--- src/rtl/alu_pkg.sv ---
// Shared definitions for the ALU sequencer: op codes, FSM states and width defaults.
package alu_pkg;

    localparam int DEF_WIDTH = 32;
    localparam int DEF_ITER  = 32;
    localparam int CNT_W     = $clog2(DEF_ITER);

    localparam logic [3:0] OP_AND  = 4'd0;
    localparam logic [3:0] OP_OR   = 4'd1;
    localparam logic [3:0] OP_ADD  = 4'd2;
    localparam logic [3:0] OP_SUB  = 4'd3;
    localparam logic [3:0] OP_SHR  = 4'd4;
    localparam logic [3:0] OP_SHRA = 4'd5;
    localparam logic [3:0] OP_SHL  = 4'd6;
    localparam logic [3:0] OP_ROR  = 4'd7;
    localparam logic [3:0] OP_ROL  = 4'd8;
    localparam logic [3:0] OP_NEG  = 4'd9;
    localparam logic [3:0] OP_NOT  = 4'd10;
    localparam logic [3:0] OP_MUL  = 4'd11;
    localparam logic [3:0] OP_DIV  = 4'd12;

    typedef enum logic [2:0] {
        ST_IDLE,
        ST_EXEC,
        ST_MUL,
        ST_DIV,
        ST_FIX,
        ST_DONE
    } state_t;

    // Two's-complement magnitude; the most negative value maps to 2^(W-1) unsigned.
    function automatic logic [DEF_WIDTH-1:0] mag(input logic [DEF_WIDTH-1:0] v);
        return v[DEF_WIDTH-1] ? (~v + 1'b1) : v;
    endfunction

endpackage

--- src/rtl/booth_step.sv ---
// One combinational radix-2 Booth iteration on {A,Q,q-1} with multiplicand M.
// A carries one guard bit so that A - M cannot overflow when M is the most negative value.
module booth_step #(
    parameter int WIDTH = 32
) (
    input  logic [WIDTH:0]   i_a,
    input  logic [WIDTH-1:0] i_q,
    input  logic             i_qm1,
    input  logic [WIDTH-1:0] i_m,
    output logic [WIDTH:0]   o_a,
    output logic [WIDTH-1:0] o_q,
    output logic             o_qm1
);

    logic [WIDTH:0] w_m_ext;
    logic [WIDTH:0] w_sum;

    assign w_m_ext = {i_m[WIDTH-1], i_m};

    always_comb begin
        // NOTE: every variable gets a default first so no path infers a latch.
        w_sum = i_a;
        case ({i_q[0], i_qm1})
            2'b01:   w_sum = i_a + w_m_ext;
            2'b10:   w_sum = i_a - w_m_ext;
            default: w_sum = i_a;
        endcase
    end

    assign {o_a, o_q, o_qm1} = {w_sum[WIDTH], w_sum, i_q};

endmodule

--- src/rtl/alu_sequencer.sv ---
// Start/done sequencer for the 32-bit ALU: single-cycle ops, 32-step Booth multiply,
// and a 32-step restoring divider built only when ALU_SEQ_DIV_EN is defined.
module alu_sequencer
    import alu_pkg::*;
#(
    parameter int WIDTH = DEF_WIDTH,
    parameter int ITER  = DEF_ITER
) (
    input  logic             clock,
    input  logic             clear,
    input  logic             start,
    input  logic [3:0]       op,
    input  logic [WIDTH-1:0] Ra,
    input  logic [WIDTH-1:0] Rb,
    output logic             busy,
    output logic             done,
    output logic [WIDTH-1:0] Zhigh,
    output logic [WIDTH-1:0] Zlow
);

    localparam logic [CNT_W-1:0] LAST_STEP = CNT_W'(ITER - 1);

    state_t           r_state;
    logic [3:0]       r_op;
    logic [WIDTH-1:0] r_ra;
    logic [WIDTH-1:0] r_rb;
    logic [WIDTH:0]   r_a;
    logic [WIDTH-1:0] r_q;
    logic             r_qm1;
    logic [WIDTH-1:0] r_m;
    logic [CNT_W-1:0] r_cnt;

    logic [WIDTH:0]   w_booth_a;
    logic [WIDTH-1:0] w_booth_q;
    logic             w_booth_qm1;
    logic [WIDTH-1:0] w_exec;
    logic [4:0]       w_shamt;
    logic [5:0]       w_inv_shamt;

`ifdef ALU_SEQ_DIV_EN
    logic             r_neg_q;
    logic             r_neg_r;
    logic [WIDTH:0]   w_div_shift;
    logic [WIDTH:0]   w_div_diff;
    logic             w_div_ge;

    // Restoring step: shift {R,Q} left, keep R-D only when it did not go negative.
    assign w_div_shift = {r_a[WIDTH-1:0], r_q[WIDTH-1]};
    assign w_div_diff  = w_div_shift - {1'b0, r_m};
    assign w_div_ge    = ~w_div_diff[WIDTH];
`endif

    booth_step #(.WIDTH(WIDTH)) u_booth (
        .i_a   (r_a),
        .i_q   (r_q),
        .i_qm1 (r_qm1),
        .i_m   (r_m),
        .o_a   (w_booth_a),
        .o_q   (w_booth_q),
        .o_qm1 (w_booth_qm1)
    );

    assign w_shamt     = r_rb[4:0];
    assign w_inv_shamt = 6'(WIDTH) - {1'b0, w_shamt};

    // Single-cycle datapath on the latched operands; illegal codes return zero.
    always_comb begin
        w_exec = '0;
        case (r_op)
            OP_AND:  w_exec = r_ra & r_rb;
            OP_OR:   w_exec = r_ra | r_rb;
            OP_ADD:  w_exec = r_ra + r_rb;
            OP_SUB:  w_exec = r_ra - r_rb;
            OP_SHR:  w_exec = r_ra >> w_shamt;
            OP_SHRA: w_exec = $signed(r_ra) >>> w_shamt;
            OP_SHL:  w_exec = r_ra << w_shamt;
            OP_ROR:  w_exec = (r_ra >> w_shamt) | (r_ra << w_inv_shamt);
            OP_ROL:  w_exec = (r_ra << w_shamt) | (r_ra >> w_inv_shamt);
            OP_NEG:  w_exec = '0 - r_ra;
            OP_NOT:  w_exec = ~r_ra;
            default: w_exec = '0;
        endcase
    end

    always_ff @(posedge clock or posedge clear) begin
        if (clear) begin
            r_state <= ST_IDLE;
            busy    <= 1'b0;
            done    <= 1'b0;
            Zhigh   <= '0;
            Zlow    <= '0;
            r_cnt   <= '0;
            r_op    <= '0;
            r_ra    <= '0;
            r_rb    <= '0;
            r_a     <= '0;
            r_q     <= '0;
            r_qm1   <= 1'b0;
            r_m     <= '0;
`ifdef ALU_SEQ_DIV_EN
            r_neg_q <= 1'b0;
            r_neg_r <= 1'b0;
`endif
        end else begin
            // NOTE: sequential state uses non-blocking assignments only; later writes override this default.
            done <= 1'b0;
            case (r_state)
                ST_IDLE: begin
                    if (start) begin
                        r_op <= op;
                        r_ra <= Ra;
                        r_rb <= Rb;
                        busy <= 1'b1;
                        if (op == OP_MUL) begin
                            r_state <= ST_MUL;
                            r_cnt   <= '0;
                            r_a     <= '0;
                            r_q     <= Rb;
                            r_qm1   <= 1'b0;
                            r_m     <= Ra;
                        end
`ifdef ALU_SEQ_DIV_EN
                        else if (op == OP_DIV) begin
                            if (Rb == '0) begin
                                r_state <= ST_DONE;
                                done    <= 1'b1;
                                Zlow    <= '1;
                                Zhigh   <= Ra;
                            end else begin
                                r_state <= ST_DIV;
                                r_cnt   <= '0;
                                r_a     <= '0;
                                r_q     <= mag(Ra);
                                r_m     <= mag(Rb);
                                r_neg_q <= Ra[WIDTH-1] ^ Rb[WIDTH-1];
                                r_neg_r <= Ra[WIDTH-1];
                            end
                        end
`endif
                        else begin
                            r_state <= ST_EXEC;
                        end
                    end
                end

                ST_EXEC: begin
                    Zhigh   <= '0;
                    Zlow    <= w_exec;
                    done    <= 1'b1;
                    r_state <= ST_DONE;
                end

                ST_MUL: begin
                    r_a   <= w_booth_a;
                    r_q   <= w_booth_q;
                    r_qm1 <= w_booth_qm1;
                    r_cnt <= r_cnt + CNT_W'(1);
                    if (r_cnt == LAST_STEP) begin
                        Zhigh   <= w_booth_a[WIDTH-1:0];
                        Zlow    <= w_booth_q;
                        done    <= 1'b1;
                        r_state <= ST_DONE;
                    end
                end

`ifdef ALU_SEQ_DIV_EN
                ST_DIV: begin
                    r_a   <= w_div_ge ? w_div_diff : w_div_shift;
                    r_q   <= {r_q[WIDTH-2:0], w_div_ge};
                    r_cnt <= r_cnt + CNT_W'(1);
                    if (r_cnt == LAST_STEP) begin
                        r_state <= ST_FIX;
                    end
                end

                ST_FIX: begin
                    Zlow    <= r_neg_q ? ('0 - r_q) : r_q;
                    Zhigh   <= r_neg_r ? ('0 - r_a[WIDTH-1:0]) : r_a[WIDTH-1:0];
                    done    <= 1'b1;
                    r_state <= ST_DONE;
                end
`endif

                ST_DONE: begin
                    busy    <= 1'b0;
                    r_state <= ST_IDLE;
                end

                default: begin
                    busy    <= 1'b0;
                    r_state <= ST_IDLE;
                end
            endcase
        end
    end

endmodule

--- config.mk ---
export PLATFORM = sky130hd
export DESIGN_NAME = alu_sequencer
export DESIGN_NICKNAME = d
export VERILOG_FILES = /design/src/rtl/alu_pkg.sv /design/src/rtl/booth_step.sv /design/src/rtl/alu_sequencer.sv
export SDC_FILE = /design/constraint.sdc
export NUM_CORES = 1
export LEC_CHECK = 0
export CAP_MARGIN = 10
export CORE_MARGIN = 2
export CORE_UTILIZATION = 35
export DETAILED_ROUTE_END_ITERATION = 8
export GPL_TIMING_DRIVEN = 0
export MAX_ROUTING_LAYER = met4
export PLACE_DENSITY = 0.49
export REMOVE_ABC_BUFFERS = 1
export SLEW_MARGIN = 20
export SYNTH_ARGS = -nofsm -noshare
export SYNTH_HDL_FRONTEND = slang
export SYNTH_SLANG_ARGS = --single-unit
export TNS_END_PERCENT = 100
--- constraint.sdc ---
create_clock -name clock -period 10.3 [get_ports clock]
set_input_delay 1.03 -clock clock [delete_from_list [all_inputs] [get_ports clock]]
set_output_delay 1.03 -clock clock [all_outputs]
set_load 0.005 [all_outputs]
Word-level counts from Yosys, hierarchy flattened
Index checks and enable logic that the tools add are counted.
- flip-flop bits (word level): 240
- bits of input ports: 71
- output and inout port bits: 66
- add/sub/neg operators: 7
- equal/unequal tests: 19
- shift operators: 5
- multiplexer cells: 26
- bitwise operators: 6
- reduce and logical (&&, ||, !) cells: 11
- operators by type and width (kind ; number):
    $pmux 32 s11 ; 1
    $pmux 32 s2 ; 3
    $pmux 33 s2 ; 2
    $mux 32 ; 4
    $or 32x32->32 ; 3
    $mux 33 ; 2
    $add 33x33->33 ; 1
    $sub 33x33->33 ; 1
    $add 32x32->32 ; 1
    $and 32x32->32 ; 1
    $not 32->32 ; 1
    $shl 32x5->32 ; 1
    $shl 32x6->32 ; 1
    $shr 32x5->32 ; 1
    $shr 32x6->32 ; 1
    $sshr 32x5->32 ; 1
    $sub 1x32->32 const A ; 1
    $sub 32x32->32 ; 1
    $eq 4x3->1 const B ; 4
    $eq 4x4->1 const B ; 4
    $mux 5 ; 2
    $pmux 5 s2 ; 1
    $pmux 3 s3 ; 1
    $eq 4x2->1 const B ; 2
    20 further kinds ; 33

Depth between registers and ports, before layout
Gate-level depths: netlist of run 1.
- depth after elaboration: 5
- depth in mapped cells: 26
- mapped depth without buffers: 20

Modules after synthesis
From an unflattened synthesis of run 1, not the netlist that was laid out.
- cell total of the unflattened synthesis: 3114
- area total of the unflattened synthesis: 23951.7 µm²
- by module, submodules not included (module ; times used ; cells an instance ; area each (µm²)):
    alu_sequencer ; 1 ; 2655 ; 20955.1
    booth_step ; 1 ; 459 ; 2996.6

Worst setup path before layout of run 1
No wires, ideal clock.
- path kind: register -> register
- from: register r_rb[1]
- to: register Zlow[13]
- setup time: 140 ps
- arrival: 5231 ps
- data required time: 10160 ps
- setup slack: 4929 ps
- stages on the path, launching flop included: 23
- buffers on the path: 6
- clock period less this slack: 5371 ps
- path through: dfrtp_1 clkbuf_1 inv_1 buf_2 buf_1 clkbuf_1 ha_1 inv_2 clkbuf_1 clkbuf_1 o21ai_0 inv_1 ha_1 nor2b_1 o31a_1 o311ai_0 o22ai_1 or2_2 a21o_1 a21oi_1 xnor2_1 a2111oi_0 a211oi_1
- word-level cells in the longest chain between the ends: 5
- RTL lines (element ; line ; source):
    start, declared ; alu_sequencer.sv:26 ; logic [WIDTH-1:0] r_rb;
    start signal, assigned ; alu_sequencer.sv:112 ; r_rb <= Rb;
    $sub 6x5->6 ; alu_sequencer.sv:64 ; assign w_inv_shamt = 6'(WIDTH) - {1'b0, w_shamt};
    $shr 32x6->32 or $shl 32x6->32 (tied branches) ; alu_sequencer.sv:78, alu_sequencer.sv:77 ;
    $or 32x32->32 (on tied branches) ; alu_sequencer.sv:78, alu_sequencer.sv:77 ;
    $pmux 32 s11 (*) ; alu_sequencer.sv:69 ; case (r_op)
    $pmux 32 s2 (*) ; alu_sequencer.sv:107 ; case (r_state)
    end signal, assigned ; alu_sequencer.sv:148 ; Zlow <= w_exec;
    end signal, assigned ; alu_sequencer.sv:160 ; Zlow <= w_booth_q;
    end, declared ; alu_sequencer.sv:18 ; output logic [WIDTH-1:0] Zlow
Mark *: on every way between the ends. The rest lies on a longest branch, timed or not.
A chain may end at the register's enable or synchronous reset.

Final worst setup path of run 1
- from: register r_rb[1]
- to: register Zlow[29]
The elaborated chain is that of the path after synthesis.

==> impl_metrics.ini, run 1 <==
[floorplan]
die_w_um = 258
die-area_um2 = 66400
io_pins = 137
rows = 93
start_util_pct = 35.2
die_h_um = 258
core_area_um2 = 64100

[clock_network]
tritoncts = done
clk_path_buf_depth = 3
cts_sinks = 239
htree_levels = 1
clkLatencyLatePin_ps = 560
cts.hold.buffers_added = 0
cts_setup_buffers = 0
numCtsBuffers = 29
ctsRootBufferMaster = clkbuf_16
cts_resized = 0
path_clk_slew_ps = 60

[detailed_routing]
firstDrtPassIters = 6
num_vias = 23400
postRouteAntennaNets = 0
drc_errors = 0
vias_per_cell = 6.24
wl_per_cell_um = 29.8
first_iter_violations = 2563
routed_wl_um = 111000

[placed_design]
gp_congestion = 1.00
io_buffer_count = 136
place_inst = 3693
dp_hpwl_um = 87000

[yosys]
ys_async_sr_fraction_pct = 100
synth_area_leader_cell = dfrtp_1
synth-seq-cells = 239
netlist-cell-type-count = 87
synth_edf_count = 0
synth_top_flop_cell = dfrtp_1
synth_seq_area_share_pct = 26.5
ys_warn_count = 0
yosysTopAreaCellShare_pct = 26.5
synth_cells = 2867
avgSynthCellArea_um2 = 7.86
ys_top_cells_by_area = dfrtp_1, mux2_2, nand2_1
netlist_area_um2 = 22500
yosysMostFrequentCell = nand2_1
synth_commonest_cells = nand2_1, nor2_1, o21ai_0

[setup_path]
crit_path_max_fanout = 56
cp.arrival_ps = 7050
crit_path_cell_trace = inv_4 -> ha_4 -> inv_4 -> o21ai_0 -> inv_1 -> ha_1 -> nor2b_1 -> o31a_1 -> o311ai_0 -> o22ai_1 -> a41oi_1 -> o21ai_0 -> a221o_1 -> xnor2_1 -> nand2_1 -> a21oi_1
slowest_stage = dfrtp_4
cp.required_ps = 10780
end_kind = flip-flop
max_stage_delay_ps = 880
worst-setup-path-type = reg -> reg
startpoint_type = flip-flop

[sta]
fmax_mhz = 152
fin_crit_sh_pct = 63.8
rsz0062_at_grt = false
worstMarginPinSlew_ps = 1260
clock_skew_ps = 17.3
min_period_ps = 6570
finalMaxSlewViolations = 0
finalHoldViolCount = 0
relSlewSlack_pct = 15.0
setup_viol = 0
finalSetupTns_ps = 0

[global_route]
grt_pass1_wl_um = 162000
grt-ovfl-total = 0
grt_use_total_pct = 34.0
first_global_vias = 22200
grt_antenna_before_repair = 0
grt_max_degree = 93

[finish]
stdcell_count = 3743
area_growth_pct = 15.5
drive_gt1_share_pct = 11.7
fillers = 6601
final_nets = 3014
final_util_pct = 40.6

[run_status]
outcome = complete, no violations

[min_path]
hold_path.class = reg -> reg

[flow_run]
cap_viol_max_count = 0
==> area by class of cell <==
class | instances | area (um^2) | share of cell area [%]
inverters | 53 | 219 | 0.841
clock buffers | 41 | 821 | 3.15
repair buffers | 197 | 2270 | 8.71
diodes | 2 | 5.00 | 0.0192
multi-input cells | 2349 | 15600 | 59.9
well taps | 855 | 1070 | 4.11
clock inverters | 7 | 70.1 | 0.269
flip-flops and latches | 239 | 6000 | 23.0
==> placed cells by master, fill, tap and decap left out, types with 18 or more instances in the layout <==
master,count
xor2_1,50
nor3_1,53
nor2_1,254
mux4_2,22
clkdlybuf4s50_1,136
o22ai_1,43
buf_4,19
a21o_1,36
inv_1,47
xnor2_1,78
clkbuf_16,29
a21oi_1,226
and2_1,20
nand2b_1,18
mux2_2,148
a22oi_1,29
ha_1,70
mux2i_1,131
a31oi_1,31
nand3_1,33
o211ai_1,37
dfrtp_1,234
and3_1,18
o31ai_1,23
a211oi_1,64
a221oi_1,24
o21ai_0,240
nand2_1,431
==> per-layer routing <==
metal	vias up	track usage, %	routed length (um)
met5	-	-	0
met4	0	10.3	3980
met3	167	5.77	9240
met2	1102	48.2	46700
met1	11600	49.0	51500
li1	10500	-	-
==> cell families (layout without fill, tap and decap cells) <==
group / Yosys count / in the layout / share of synthesized area (%)
fa+ha+maj: 78 / 78 / 4.35
other cells: 0 / 2 / 0
mux: 302 / 302 / 15.5
compound gates: 892 / 892 / 24.9
simple gates: 945 / 945 / 18.6
xor+xnor: 132 / 132 / 5.13
buf+inv: 279 / 298 / 5.02
flops: 239 / 239 / 26.5
==> final timing paths <==
check                      startpoint  cells past startpoint  endpoint  slack, ps
setup / recovery              r_rb[1]                     16  Zlow[29]       3730
hold / removal                r_q[19]                      2   r_q[19]        460
setup reg to reg              r_rb[1]                     16  Zlow[29]       3730
hold reg to reg               r_q[19]                      2   r_q[19]        460
max in group asynchronous       clear                      4   r_rb[1]       8030
min in group asynchronous       clear                      2  r_rb[31]        930
==> metrics by stage <==
stage | setup slack (ps) | hold slack, ps | instance area [um^2]
finish | 3730 | 463 | 26000
global placement | -10020 | 444 | 24000
CTS | 3820 | 464 | 26000
floorplan | 934 | 430 | 21600
detailed placement | 3840 | 451 | 25100
global route | 3360 | 500 | 26000
==> sequential cells by signal, indices dropped and copies added, names as in the netlist <==
register  count
Zhigh        32
Zlow         32
r_a          32
r_m          32
r_q          32
r_ra         32
r_rb         32
r_cnt         5
r_op          4
r_state       3
busy          1
done          1
r_qm1         1
==> worst max-delay path, delay by kind of cell (launching register included) <==
family | cells | cell delay [ps]
adders and majority gates | 2 | 1150
AOI/OAI and AO/OA | 8 | 3000
xor gates and xnor gates | 1 | 330
DFF | 1 | 880
buffers and inverters | 3 | 810
and+or+nand+nor | 2 | 240
Power of run 1 is left out: the tool's default activity adds up to more than one toggle a clock period on the data nets, which glitch-free logic cannot reach.
==> run 2: changes to the inputs <==
==> constraint.sdc (replaced) <==
create_clock -name clock -period 6.9 [get_ports clock]
set_input_delay 0.69 -clock clock [delete_from_list [all_inputs] [get_ports clock]]
set_output_delay 0.69 -clock clock [all_outputs]
set_load 0.005 [all_outputs]
==> impl_metrics.ini, run 2 (synthesis gave the netlist of run 1 again) <==
[floorplan]
rows = 93
die_w_um = 258
die-area_um2 = 66400
io_pins = 137
start_util_pct = 35.2
core_area_um2 = 64100
die_h_um = 258

[clock_network]
ctsRootBufferMaster = clkbuf_16
cts.hold.buffers_added = 0
htree_levels = 1
path_clk_slew_ps = 60
tritoncts = done
cts_sinks = 239
clk_path_buf_depth = 3
clkLatencyLatePin_ps = 560
numCtsBuffers = 29

[finish]
fillers = 6601
drive_gt1_share_pct = 11.7
final_util_pct = 40.6
area_growth_pct = 15.6
stdcell_count = 3744
final_cell_mix = nand2_1, nor2_1, o21ai_0, dfrtp_1, a21oi_1
seqCellArea_um2 = 6000
multi_input_area_um2 = 15600
layout_commonest_cell = nand2_1
final_nets = 3015

[sta]
worstMarginPinSlew_ps = 1250
setup_viol = 0
min_period_ps = 6320
finalSetupTns_ps = 0
clock_skew_ps = 16.4
finalHoldViolCount = 0
fin_crit_sh_pct = 91.6
worst_slack_ps = 583
fmax_mhz = 158
finalMaxSlewViolations = 0
relSlewSlack_pct = 15.8
rsz0062_at_grt = false

[setup_path]
cp.arrival_ps = 6800
reg2reg_depth = 16
crit_path_max_fanout = 44
worst-setup-path-type = reg -> reg
startpoint_type = flip-flop
cp.required_ps = 7380
end_kind = flip-flop

[global_route]
first_global_vias = 22200
grt-ovfl-total = 0
grt_use_total_pct = 34.0
grt_antenna_before_repair = 0
grt_pass1_wl_um = 162000
grt_max_degree = 93

[detailed_routing]
vias_per_cell = 6.25
firstDrtPassIters = 6
routed_wl_um = 112000
drc_errors = 0
first_iter_violations = 2625
num_vias = 23400
wl_per_cell_um = 29.9
postRouteAntennaNets = 0

[min_path]
hold_path.class = reg -> reg
holdPathStages = 2

[placed_design]
gp_congestion = 1.00
dp_hpwl_um = 87000
post-place-ws_ps = 440
io_buffer_count = 136
place_inst = 3693

[flow_run]
cap_viol_max_count = 0

[run_status]
outcome = complete, no violations
[run 2: changes by cell type in the layout (fill, tap and decap cells not counted), sizes merged]
cell	delta
buf	+1
[run 2: final cells by class]
cell class                 count  share of cell area [%]
timing repair buffer         198                    8.78
clock inverter                 7                   0.269
multi-input combinational   2349                    59.8
inverter                      53                   0.840
antenna                        2                  0.0192
sequential                   239                    23.0
clock buffer                  41                    3.15
tap                          855                    4.10
[run 2: final timing paths]
| kind | slack (ps) | startpoint | end |
|---|---|---|---|
| max | 580 | r_rb[1] | Zlow[29] |
| max in group asynchronous | 4970 | clear | r_rb[1] |
| min reg2reg | 460 | r_q[19] | r_q[19] |
| min in group asynchronous | 590 | clear | r_rb[31] |
| max reg2reg | 580 | r_rb[1] | Zlow[29] |
| min | 460 | r_q[19] | r_q[19] |
[run 2: metrics by stage]
| step | hold WS [ps] | instance area [um^2] |
|---|---|---|
| CTS | 464 | 26000 |
| floorplan | 430 | 21600 |
| global placement | 444 | 24000 |
| global route | 500 | 26100 |
| detailed placement | 451 | 25100 |
| finish | 463 | 26100 |
[run 2: critical path, cell delays in order (launching register included)]
cell and delay [ps]:
dfrtp_4 880, inv_4 270, ha_4 710, inv_4 400, o21ai_0 410, inv_1 80
ha_1 270, nor2b_1 140, o31a_1 300, o311ai_0 490, o22ai_1 230, a41oi_1 600
o21ai_0 380, a221o_1 430, xnor2_1 320, nand2_1 100, a21oi_1 160
[run 2: what timing repair did]
item	in CTS	in global routing
buffers inserted	0	1
resized for setup	0	0
setup endpoints to repair	0	3
[run 2: routing by layer]
metal	track usage (%)	vias up	part of all wire [%]
li1	-	10500	-
met1	49.0	11700	46
met2	48.2	1111	42
met3	5.77	159	8.3
met4	10.3	0	3.4
met5	-	-	0
Power of run 2 is left out for the same reason.
==> run 3: changes to the inputs <==
--- a/config.mk
+++ b/config.mk
@@ -7,12 +7,13 @@
 export LEC_CHECK = 0
 export CAP_MARGIN = 10
 export CORE_MARGIN = 2
-export CORE_UTILIZATION = 35
+export CORE_UTILIZATION = 44
 export DETAILED_ROUTE_END_ITERATION = 8
 export GPL_TIMING_DRIVEN = 0
 export MAX_ROUTING_LAYER = met4
-export PLACE_DENSITY = 0.49
+export PLACE_DENSITY = 0.59
 export REMOVE_ABC_BUFFERS = 1
+export SKIP_CTS_REPAIR_TIMING = 1
 export SLEW_MARGIN = 20
 export SYNTH_ARGS = -nofsm -noshare
 export SYNTH_HDL_FRONTEND = slang
==> impl_metrics.ini, run 3 (synthesis gave the netlist of run 1 again) <==
[global_route]
grt_pass1_wl_um = 151000
use_met1_pct = 55.2
first_global_vias = 22300
grt_use_total_pct = 39.2
grt_max_degree = 98
grt-ovfl-total = 0
grt_util_met3_pct = 7.04
grt_util_met2_pct = 56.5
grt_antenna_before_repair = 0
grt_busiest_layer = met2

[flow_run]
cap_viol_max_count = 0

[setup_path]
slowest_stage = dfrtp_2
cp.arrival_ps = 7120
crit_path_cell_trace = inv_4 -> ha_4 -> inv_4 -> o21ai_0 -> inv_1 -> ha_1 -> nor2b_1 -> o31a_1 -> o311ai_0 -> o22ai_1 -> a41oi_1 -> o21ai_0 -> a221o_1 -> xnor2_1 -> nand2_1 -> a21oi_1
cp.required_ps = 7380
crit_path_max_fanout = 56
end_kind = flip-flop
startpoint_type = flip-flop
max_stage_delay_ps = 900
worst-setup-path-type = reg -> reg

[sta]
min_period_ps = 6640
clock_skew_ps = 8.39
setup_viol = 0
finalMaxSlewViolations = 0
fin_crit_sh_pct = 96.2
relSlewSlack_pct = 15.1
rsz0062_at_grt = false
fmax_mhz = 151
finalSetupTns_ps = 0
finalHoldViolCount = 0
worstMarginPinSlew_ps = 1260
worst_slack_ps = 262

[detailed_routing]
drc_errors = 0
postRouteAntennaNets = 0
firstDrtPassIters = 6
wl_per_cell_um = 29.1
routed_wl_um = 104000
vias_per_cell = 6.68
first_iter_violations = 3376
num_vias = 23800

[finish]
final_cell_mix = nand2_1, nor2_1, o21ai_0, dfrtp_1, a21oi_1
drive_gt1_share_pct = 11.7
final_util_pct = 51.2
area_growth_pct = 14.5
antenna_cells = 0
final_nets = 3011
layout_commonest_cell = nand2_1

[clock_network]
cts_sinks = 239
ctsRootBufferMaster = clkbuf_16
htree_levels = 1
clk_path_buf_depth = 3
tritoncts = done
numCtsBuffers = 29
path_clk_slew_ps = 60
clkLatencyLatePin_ps = 560

[placed_design]
gp_congestion = 1.07
dp_hpwl_um = 78700
post-place-ws_ps = 312
io_buffer_count = 136

[floorplan]
die-area_um2 = 53100
core_area_um2 = 50400
die_w_um = 230
io_pins = 137
rows = 82
start_util_pct = 44.7
die_h_um = 230

[run_status]
outcome = complete, no violations

[min_path]
hold_path.class = reg -> reg
-- run 3: cell types whose count changed in the layout (fill, tap and decap cells not counted), moves of 2 or more --
cell,previous run,this run
clkinvlp_4,1,3
diode_2,2,0
a2111oi_0,5,7
buf_12,8,4
buf_6,13,7
o21ai_1,6,4
buf_4,19,23
buf_16,15,17
clkinv_2,3,7
a2111oi_1,2,0
o21ai_0,240,242
-- run 3: layout make-up --
type | instances | area, um^2
clock buffer | 41 | 811
clock inverter | 12 | 118
fill | 4844 | 24600
inverter | 53 | 216
multi-input combinational | 2349 | 15600
sequential | 239 | 6000
tap | 672 | 841
timing repair buffer | 194 | 2240
-- run 3: path summary, 6_finish.rpt --
check                        start        to  slack [ps]  cells past startpoint
max in group asynchronous    clear   r_rb[2]        5440                      3
min reg2reg                r_q[21]   r_q[21]         460                      2
min                        r_q[21]   r_q[21]         460                      2
max                        r_rb[1]  Zlow[29]         260                     16
max reg2reg                r_rb[1]  Zlow[29]         260                     16
min in group asynchronous    clear   r_a[28]         550                      2
-- run 3: worst max-delay path, delay by kind of cell, from the launching register on --
| kind | cells | cell delay (ps) |
|---|---|---|
| buffers and inverters | 3 | 810 |
| DFF | 1 | 900 |
| xor gates and xnor gates | 1 | 260 |
| AOI/OAI and AO/OA | 8 | 3080 |
| and+or+nand+nor | 2 | 250 |
| adders and majority gates | 2 | 1130 |
-- run 3: layer usage --
metal / vias up / wire length, um / part of all wire, %
li1: 10500 / - / -
met1: 11700 / 45500 / 44
met2: 1414 / 43700 / 42
met3: 210 / 10200 / 9.9
met4: 0 / 4080 / 3.9
met5: - / 0 / 0
-- run 3: stage by stage --
step	area (um^2)	instances	hold WS, ps
finish	25800	3560	461
global placement	23800	3449	443
global route	25800	3560	478
floorplan	21600	2641	430
detailed placement	24900	3507	448
CTS	25800	3560	461
Power of run 3 is left out for the same reason.
